==> config.mk <==
export PLATFORM = sky130hd
export DESIGN_NAME = ifetch_queue
export DESIGN_NICKNAME = d
export VERILOG_FILES = /design/src/rtl/riscv_pkg.sv /design/src/rtl/ifq_fifo.sv /design/src/rtl/ifetch_queue.sv
export SDC_FILE = /design/constraint.sdc
export NUM_CORES = 1
export LEC_CHECK = 0
export ABC_AREA = 1
export CORE_ASPECT_RATIO = 0.7
export CORE_MARGIN = 3
export CORE_UTILIZATION = 50
export CTS_CLUSTER_SIZE = 10
export DETAILED_ROUTE_END_ITERATION = 7
export PLACE_DENSITY = 0.7
export SYNTH_ARGS = -nofsm -noshare
export SYNTH_HDL_FRONTEND = slang
export SYNTH_HIERARCHICAL = 1
export SYNTH_SLANG_ARGS = --single-unit
==> constraint.sdc <==
create_clock -name clk -period 3.1 [get_ports clk]
set_input_delay 0.775 -clock clk [delete_from_list [all_inputs] [get_ports clk]]
set_output_delay 0.775 -clock clk [all_outputs]
set_load 0.01 [all_outputs]
==> src/rtl/riscv_pkg.sv <==
// Shared definitions for the fetch front end.
//   ADDR_W_DEF / INSTR_W_DEF : default PC and instruction widths
//   NOP_INSTR                : canonical RV32I NOP (addi x0,x0,0)
//   ifq_state_e              : fetch request FSM states
package riscv_pkg;

  localparam int ADDR_W_DEF  = 8;
  localparam int INSTR_W_DEF = 32;

  localparam logic [31:0] NOP_INSTR = 32'h0000_0013;

  typedef enum logic [1:0] {
    IDLE    = 2'd0,
    WAIT    = 2'd1,
    DISCARD = 2'd2
  } ifq_state_e;

endpackage

==> src/rtl/ifq_fifo.sv <==
// Synchronous FIFO holding {pc, instr} pairs for the fetch queue.
// The head entry sits in a dedicated output register, so dout holds its
// last value whenever the FIFO drains or is cleared.
//   clk, rst : clock, synchronous active-high reset
//   clear    : drop all entries (branch flush), priority over push/pop
//   push     : write din at the tail
//   pop      : consume the head (ignored when empty)
//   load     : load din into the head register without queuing it
//              (used for a word handed straight to decode while empty)
//   din      : entry to write
//   dout     : head entry
//   count    : number of stored entries (0..DEPTH)
//   empty    : count == 0
module ifq_fifo #(
  parameter  int WIDTH = 40,
  parameter  int DEPTH = 4,
  localparam int PW    = $clog2(DEPTH),
  localparam int CW    = PW + 1
) (
  input  logic             clk,
  input  logic             rst,
  input  logic             clear,
  input  logic             push,
  input  logic             pop,
  input  logic             load,
  input  logic [WIDTH-1:0] din,
  output logic [WIDTH-1:0] dout,
  output logic [CW-1:0]    count,
  output logic             empty
);

  logic [WIDTH-1:0] mem [DEPTH];
  logic [PW-1:0]    wr_ptr;
  logic [PW-1:0]    rd_ptr;
  logic [PW-1:0]    rd_nxt;
  logic             do_pop;

  assign empty  = (count == '0);
  assign do_pop = pop && !empty;
  assign rd_nxt = rd_ptr + 1'b1;

  // Storage array carries no reset; only pointers and count do.
  always_ff @(posedge clk) begin
    if (push && !rst && !clear) mem[wr_ptr] <= din;
  end

  always_ff @(posedge clk) begin
    if (rst) begin
      wr_ptr <= '0;
      rd_ptr <= '0;
      count  <= '0;
      dout   <= '0;
    end else if (clear) begin
      wr_ptr <= '0;
      rd_ptr <= '0;
      count  <= '0;
    end else begin
      if (push)   wr_ptr <= wr_ptr + 1'b1;
      if (do_pop) rd_ptr <= rd_nxt;

      case ({push, do_pop})
        2'b10:   count <= count + 1'b1;
        2'b01:   count <= count - 1'b1;
        default: count <= count;
      endcase

      // Keep the head register equal to the entry at rd_ptr after the edge.
      // With exactly one entry left, a simultaneous push becomes the new head.
      if (do_pop) begin
        if (count > CW'(1))  dout <= mem[rd_nxt];
        else if (push)       dout <= din;
      end else if ((push || load) && empty) begin
        dout <= din;
      end
    end
  end

endmodule

==> src/rtl/ifetch_queue.sv <==
// Instruction fetch stage between the PC counter and decode.
// Issues one instruction-memory read at a time, queues returned words with
// their PC, hands them to decode over valid/ready and stalls the PC counter
// whenever no new request can be issued. A branch flush empties the queue
// and turns any in-flight read into a discarded one.
//   clk, rst        : clock, synchronous active-high reset
//   pc_in           : current PC from the counter
//   flush           : branch taken, drop everything older
//   pc_stall        : counter must hold PC this cycle
//   imem_req/addr   : read request (held until imem_ack) and its address
//   imem_ack/rdata  : read completion and instruction word
//   dec_valid/instr/pc/ready : decode handshake for the head instruction
// Optional feature: define IFQ_BYPASS_EN to forward a returning word
// straight to decode in the ack cycle when the queue is empty and decode
// is ready.
module ifetch_queue
  import riscv_pkg::*;
#(
  parameter int ADDR_W  = ADDR_W_DEF,
  parameter int INSTR_W = INSTR_W_DEF,
  parameter int DEPTH   = 4
) (
  input  logic               clk,
  input  logic               rst,
  input  logic [ADDR_W-1:0]  pc_in,
  input  logic               flush,
  output logic               pc_stall,
  output logic               imem_req,
  output logic [ADDR_W-1:0]  imem_addr,
  input  logic               imem_ack,
  input  logic [INSTR_W-1:0] imem_rdata,
  output logic               dec_valid,
  output logic [INSTR_W-1:0] dec_instr,
  output logic [ADDR_W-1:0]  dec_pc,
  input  logic               dec_ready
);

  localparam int CW = $clog2(DEPTH) + 1;
  localparam int EW = ADDR_W + INSTR_W;

  ifq_state_e          state;
  ifq_state_e          state_nxt;
  logic [CW-1:0]       fifo_count;
  logic                fifo_empty;
  logic [EW-1:0]       fifo_dout;
  logic [CW:0]         occupancy;
  logic                busy;
  logic                credit;
  logic                issue;
  logic                ack_live;
  logic                bypass;
  logic                push;
  logic                pop;

  // A slot is reserved for the read in flight, so the queue can never
  // overflow when it returns.
  assign busy      = (state != IDLE);
  assign occupancy = {1'b0, fifo_count} + {{CW{1'b0}}, busy};
  assign credit    = (occupancy < (CW+1)'(DEPTH));
  assign issue     = !rst && (state == IDLE) && !flush && credit;
  assign pc_stall  = !issue;
  assign imem_req  = busy;

  // Only an ack for a live (non-discarded) request carries a usable word.
  assign ack_live = !rst && (state == WAIT) && imem_ack;

`ifdef IFQ_BYPASS_EN
  assign bypass = ack_live && !flush && dec_ready && fifo_empty;
`else
  assign bypass = 1'b0;
`endif

  assign push = ack_live && !flush && !bypass;
  assign pop  = dec_ready && !fifo_empty;

  always_comb begin
    state_nxt = state;
    case (state)
      IDLE:    if (issue) state_nxt = WAIT;
      WAIT: begin
        if (imem_ack)   state_nxt = IDLE;
        else if (flush) state_nxt = DISCARD;
      end
      DISCARD: if (imem_ack) state_nxt = IDLE;
      default: state_nxt = IDLE;
    endcase
  end

  always_ff @(posedge clk) begin
    if (rst) begin
      state     <= IDLE;
      imem_addr <= '0;
    end else begin
      state <= state_nxt;
      if (issue) imem_addr <= pc_in;
    end
  end

  ifq_fifo #(
    .WIDTH (EW),
    .DEPTH (DEPTH)
  ) u_fifo (
    .clk   (clk),
    .rst   (rst),
    .clear (flush),
    .push  (push),
    .pop   (pop),
    .load  (bypass),
    .din   ({imem_addr, imem_rdata}),
    .dout  (fifo_dout),
    .count (fifo_count),
    .empty (fifo_empty)
  );

`ifdef IFQ_BYPASS_EN
  assign dec_valid = !fifo_empty || bypass;
  assign dec_pc    = bypass ? imem_addr  : fifo_dout[EW-1:INSTR_W];
  assign dec_instr = bypass ? imem_rdata : fifo_dout[INSTR_W-1:0];
`else
  assign dec_valid = !fifo_empty;
  assign dec_pc    = fifo_dout[EW-1:INSTR_W];
  assign dec_instr = fifo_dout[INSTR_W-1:0];
`endif

endmodule
Word level (Yosys, flattened, before mapping) --
Memory sizes are Yosys's and may differ from the RTL's. Index checks and enable logic that the tools add are counted.
Word-level totals: register bits 57, memory bits (writable) 160, word-level logic and storage cells 58, output and inout port bits 51, memories kept 1, bits of input ports 45
Memories:
- u_fifo.mem | words 4, bits a word 40, read ports 1, clocked after Yosys merged registers in 0, wr ports 1, RTL line ifq_fifo.sv:32 | logic [WIDTH-1:0] mem [DEPTH];
Cells by class: mux-type cells 12, bitwise logic cells 1, equal/unequal tests 8, order comparisons 2, add/sub/neg operators 5, reduce and logical (&&, ||, !) cells 23
Operators with widths (number):
- 2-to-1 mux 40 bit | 4
- logical AND 1 bit | 11
- 2-to-1 mux 2 bit | 4
- case mux 2 bit (3 select lines) | 1
- case mux 3 bit (2 select lines) | 1
- AND reduction 3 bit | 2
- nonzero test 2 bit | 3
- adder 2 x 1 -> 2 bit, second input constant | 2
- adder 3 x 1 -> 4 bit | 1
- equality test 2 x 1 -> 1 bit, second input constant | 2
- equality test 2 bit, second input constant | 2
- zero test 1 bit | 4
- < comparator 4 x 3 -> 1 bit, second input constant | 1
- inequality test 2 bit, second input constant | 2
- adder 3 x 1 -> 3 bit, second input constant | 1
- greater-than comparator 3 x 1 -> 1 bit, second input constant | 1
- zero test 3 bit | 1
- inequality test 3 x 2 -> 1 bit, second input constant | 1
- inequality test 3 bit, second input constant | 1
- subtractor 3 x 1 -> 3 bit, second input constant | 1
- zero test 2 bit | 1
- 2-to-1 mux 1 bit | 2
- OR reduction 2 bit | 1
- inverter 1 bit | 1

Depth between registers and ports, before layout --
depth after elaboration 8, mapped depth 14

Cells and area by module --
Netlist, hierarchy kept.
By module, submodules not included:
- ifq_fifo | times used 1, sequential area each 5745.5 µm², area an instance 8914.8 µm², cells each 1005
- ifetch_queue | times used 1, sequential area each 200.2 µm², area an instance 555.5 µm², cells each 87

Least setup slack after synthesis --
Ideal clock, no wire load.
path kind input to register, from in flush, to mem u_fifo.mem[0][0], enable pin, path slack -0.215 ns, data required time 2.663 ns, data arrival time 2.878 ns, stages on the path 3, buffers on the path 0, path through nor2_1 nand2_1 nor2_1
Between the ends: word-level cells in the longest chain between the ends 6
Ends and longest elaborated chain:
- start, declared | RTL line ifetch_queue.sv:26 | input logic flush,
- zero test 1 bit (*) | RTL line ifq_fifo.sv:44, ifetch_queue.sv:73
- logical AND 1 bit | RTL line ifetch_queue.sv:73 | assign push = ack_live && !flush && !bypass;
- logical AND 1 bit | RTL line ifq_fifo.sv:44 | if (push && !rst && !clear) mem[wr_ptr] <= din;
- logical AND 1 bit (*) | RTL line ifq_fifo.sv:44
- 2-to-1 mux 1 bit (*) | RTL line ifq_fifo.sv:44
- 2-to-1 mux 1 bit (not written as such) (*) | RTL line ifq_fifo.sv:44
- end, declared | RTL line ifq_fifo.sv:32
Every way passes the cells marked *; elsewhere a longest branch is shown, timed or not.

Worst setup path in the final report --
from in flush, to out pc_stall
Between the ends: word-level cells in the longest chain between the ends 4
Ends and longest elaborated chain:
- zero test 1 bit | RTL line ifetch_queue.sv:60 | assign issue = !rst && (state == IDLE) && !flush && credit;
- logical AND 1 bit (2 in series) | RTL line ifetch_queue.sv:60
- zero test 1 bit | RTL line ifetch_queue.sv:61 | assign pc_stall = !issue;
- end, declared | RTL line ifetch_queue.sv:27 | output logic pc_stall,
No other way between the ends.

==> results.py <==
metrics = {
    "run_status": {
        "status": "finished clean",
    },
    "global_route": {
        "grt.total_usage_pct": 20.2,
        "grt.overflow.total": 0,
        "grt_pass1_vias": 6501,
        "antenna_found_initial": 0,
        "grt_max_degree": 81,
        "grt_pass1_wl_um": 33100,
    },
    "clocking": {
        "cts_sinks": 217,
        "path_clk_slew_ns": 0.05,
        "htree_levels": 1,
        "clk_latency_ns": 0.50,
        "cts_buffer_depth": 3,
        "cts_tree": "built",
        "cts_resized": 0,
        "numCtsBuffers": 25,
        "cts_hold_repair.buffers": 0,
        "root_buffer": "clkbuf_16",
        "post_cts_buffers": 0,
    },
    "sta": {
        "tns_ns": 0,
        "final.setup.worst_slack_ns": 0.193,
        "setup_violations": 0,
        "clock_skew_ns": 0.00793,
        "finalCriticalPeriod_ns": 2.91,
        "worstMarginPinSlew_ns": 0.876,
        "post-route-period-util_pct": 93.8,
        "slew_headroom_pct": 41.6,
        "fmax_ghz": 0.344,
        "hold_viol_final": 0,
        "slew_violations": 0,
        "rsz0062_at_grt": "no",
    },
    "placement": {
        "dpl_cell_area_sq_um": 10800,
        "globalplace.congestion": 0.787,
        "io_buffers": 95,
        "dp_slack_ns": 0.184,
        "dp_hpwl_um": 11800,
    },
    "critical_path": {
        "cp.required_ns": 2.32,
        "worstPathArrival_ns": 2.13,
        "critPathMaxFanout": 6,
        "worstSetupPathType": "in2out",
        "reg2regPathDepth": 14,
        "critPathLaunchType": "primary input",
        "end_kind": "primary output",
    },
    "routing": {
        "highest_layer": "met4",
        "antenna_left": 0,
        "drt_wl_total_um": 20500,
        "via_per_inst": 4.83,
        "route.vias.total": 6991,
        "wl_met3_um": 1260,
        "routedWlPerCell_um": 14.2,
        "drtPass1Iterations": 5,
        "dr_wl_met2_um": 9470,
        "drt_iter0_drc": 460,
        "drc_errors": 0,
        "m1WireLength_um": 9400,
    },
    "finish": {
        "drive_above_1_share_pct": 5.53,
        "syn_to_final_growth_pct": 21.5,
        "layout.cells.most_common": "nand2_1",
        "antennaDiodeCount": 0,
        "n_fill_cell": 1544,
        "final_cell_mix": "587 x nand2_1, 160 x edfxtp_1, 95 x nor2_1, 95 x clkdlybuf4s50_1, 87 x inv_1",
        "design_area_sq_um": 11500,
        "nets": 1247,
    },
    "pwr": {
        "total_power_mw": 6.14,
        "p_per_area_nw_per_um2": 533,
        "p_leak_nw": 5.09,
        "peakVddDrop_v": 0.000401,
    },
    "min_path": {
        "min_path_cells": 4,
        "holdCritPathClass": "reg2reg",
    },
    "floorplanning": {
        "die_area_sq_um": 20700,
        "ios": 96,
        "row_count": 41,
        "chipWidth_um": 170,
        "die_h_um": 121,
        "start_util_pct": 51.7,
        "core_sq_um": 18300,
    },
    "logic_synthesis": {
        "syn_avg_cell_area_sq_um": 8.67,
        "synth_edf_count": 160,
        "yosysUniqueCellTypes": 25,
        "syn-num-nets": 1146,
        "syn_inst": 1092,
        "synth_area_sq_um": 9470,
        "synth_seq_cells": 217,
        "ys.flop_type": "edfxtp_1",
        "yosysWarnings": 6,
        "seq_area_frac_synth_pct": 62.8,
        "synthArstFlopShare_pct": 0,
    },
    "run": {
        "maxCapViolations": 0,
    },
}
## per-stage QoR
step                      instances  util (%)  hold WS (ns)
after floorplan                1092         -         0.490
after global placement         1402      59.0         0.504
after detailed placement       1402      59.0         0.509
after CTS                      1447      62.8         0.519
after global routing           1447      62.8         0.543
final                          1447      62.8         0.514
## routing by layer
metal / GRT usage, % / vias to the layer above
li1: - / 3588
met1: 28.1 / 3168
met2: 33.7 / 200
met3: 2.90 / 35
met4: 5.02 / 0
met5: 0 / -
## where the power goes
group	internal, mW	switching, mW	leakage, nW
Combinational	0.192	0.187	2.84
Clock	1.51	1.05	0.334
Sequential	3.16	0.0369	1.91
Total	4.86	1.28	5.09
## layout make-up
class | instances | area [sq um] | area share [%]
clock buffer | 44 | 697 | 6.05
clock inverter | 1 | 5.00 | 0.0435
inverter | 92 | 345 | 3.00
multi-input combinational | 738 | 3010 | 26.2
sequential | 217 | 5950 | 51.7
tap | 236 | 295 | 2.57
timing repair buffer | 119 | 1210 | 10.5
## cell families after synthesis
kind of cell               after synthesis  synth area share (%)
adders and majority gates                9                  1.19
DFF                                    217                  62.8
other                                    1                0.0396
buffers and inverters                  137                  5.95
AOI/OAI and AO/OA                       18                 0.951
and+or+nand+nor                        709                  29.0
xor gates and xnor gates                 1                0.0925
## worst paths after layout
path / startpoint / slack (ns) / to
setup / recovery: flush / 0.19 / pc_stall
hold / removal: u_fifo/dout[16]$_SDFFE_PP0P_ / 0.51 / u_fifo/dout[16]$_SDFFE_PP0P_
setup reg to reg: u_fifo/count[0]$_SDFFE_PP0P_ / 0.70 / u_fifo/dout[34]$_SDFFE_PP0P_
hold reg to reg: u_fifo/dout[16]$_SDFFE_PP0P_ / 0.51 / u_fifo/dout[16]$_SDFFE_PP0P_
## sequential cells by signal, indices dropped and copies added, names as in the netlist
register,flops
state,2
u_fifo/dout,40
imem_addr,8
u_fifo/count,3
u_fifo/rd_ptr,2
u_fifo/wr_ptr,2
u_fifo/mem,160
## critical path, stage by stage
cell and delay (ns):
clkdlybuf4s50_1 0.67, nor2_8 0.08, nand3_4 0.06, clkdlybuf4s50_1 0.54
## cells in the mapped netlist, types with 2 or more instances
| cell | count | share of area [%] |
|---|---|---|
| edfxtp_1 | 160 | 51 |
| nand3_1 | 4 | 0.21 |
| buf_4 | 4 | 0.32 |
| inv_2 | 2 | 0.079 |
| inv_1 | 89 | 3.5 |
| buf_1 | 3 | 0.12 |
| a21oi_1 | 9 | 0.48 |
| o21ai_0 | 9 | 0.48 |
| nor2_1 | 100 | 4.0 |
| nand4_1 | 9 | 0.59 |
| nor2_4 | 2 | 0.24 |
| buf_2 | 27 | 1.4 |
| ha_1 | 9 | 1.2 |
| dfxtp_1 | 57 | 12 |
| clkbuf_1 | 11 | 0.44 |
| nand2_1 | 588 | 23 |
(Power assumes the default switching activity.)
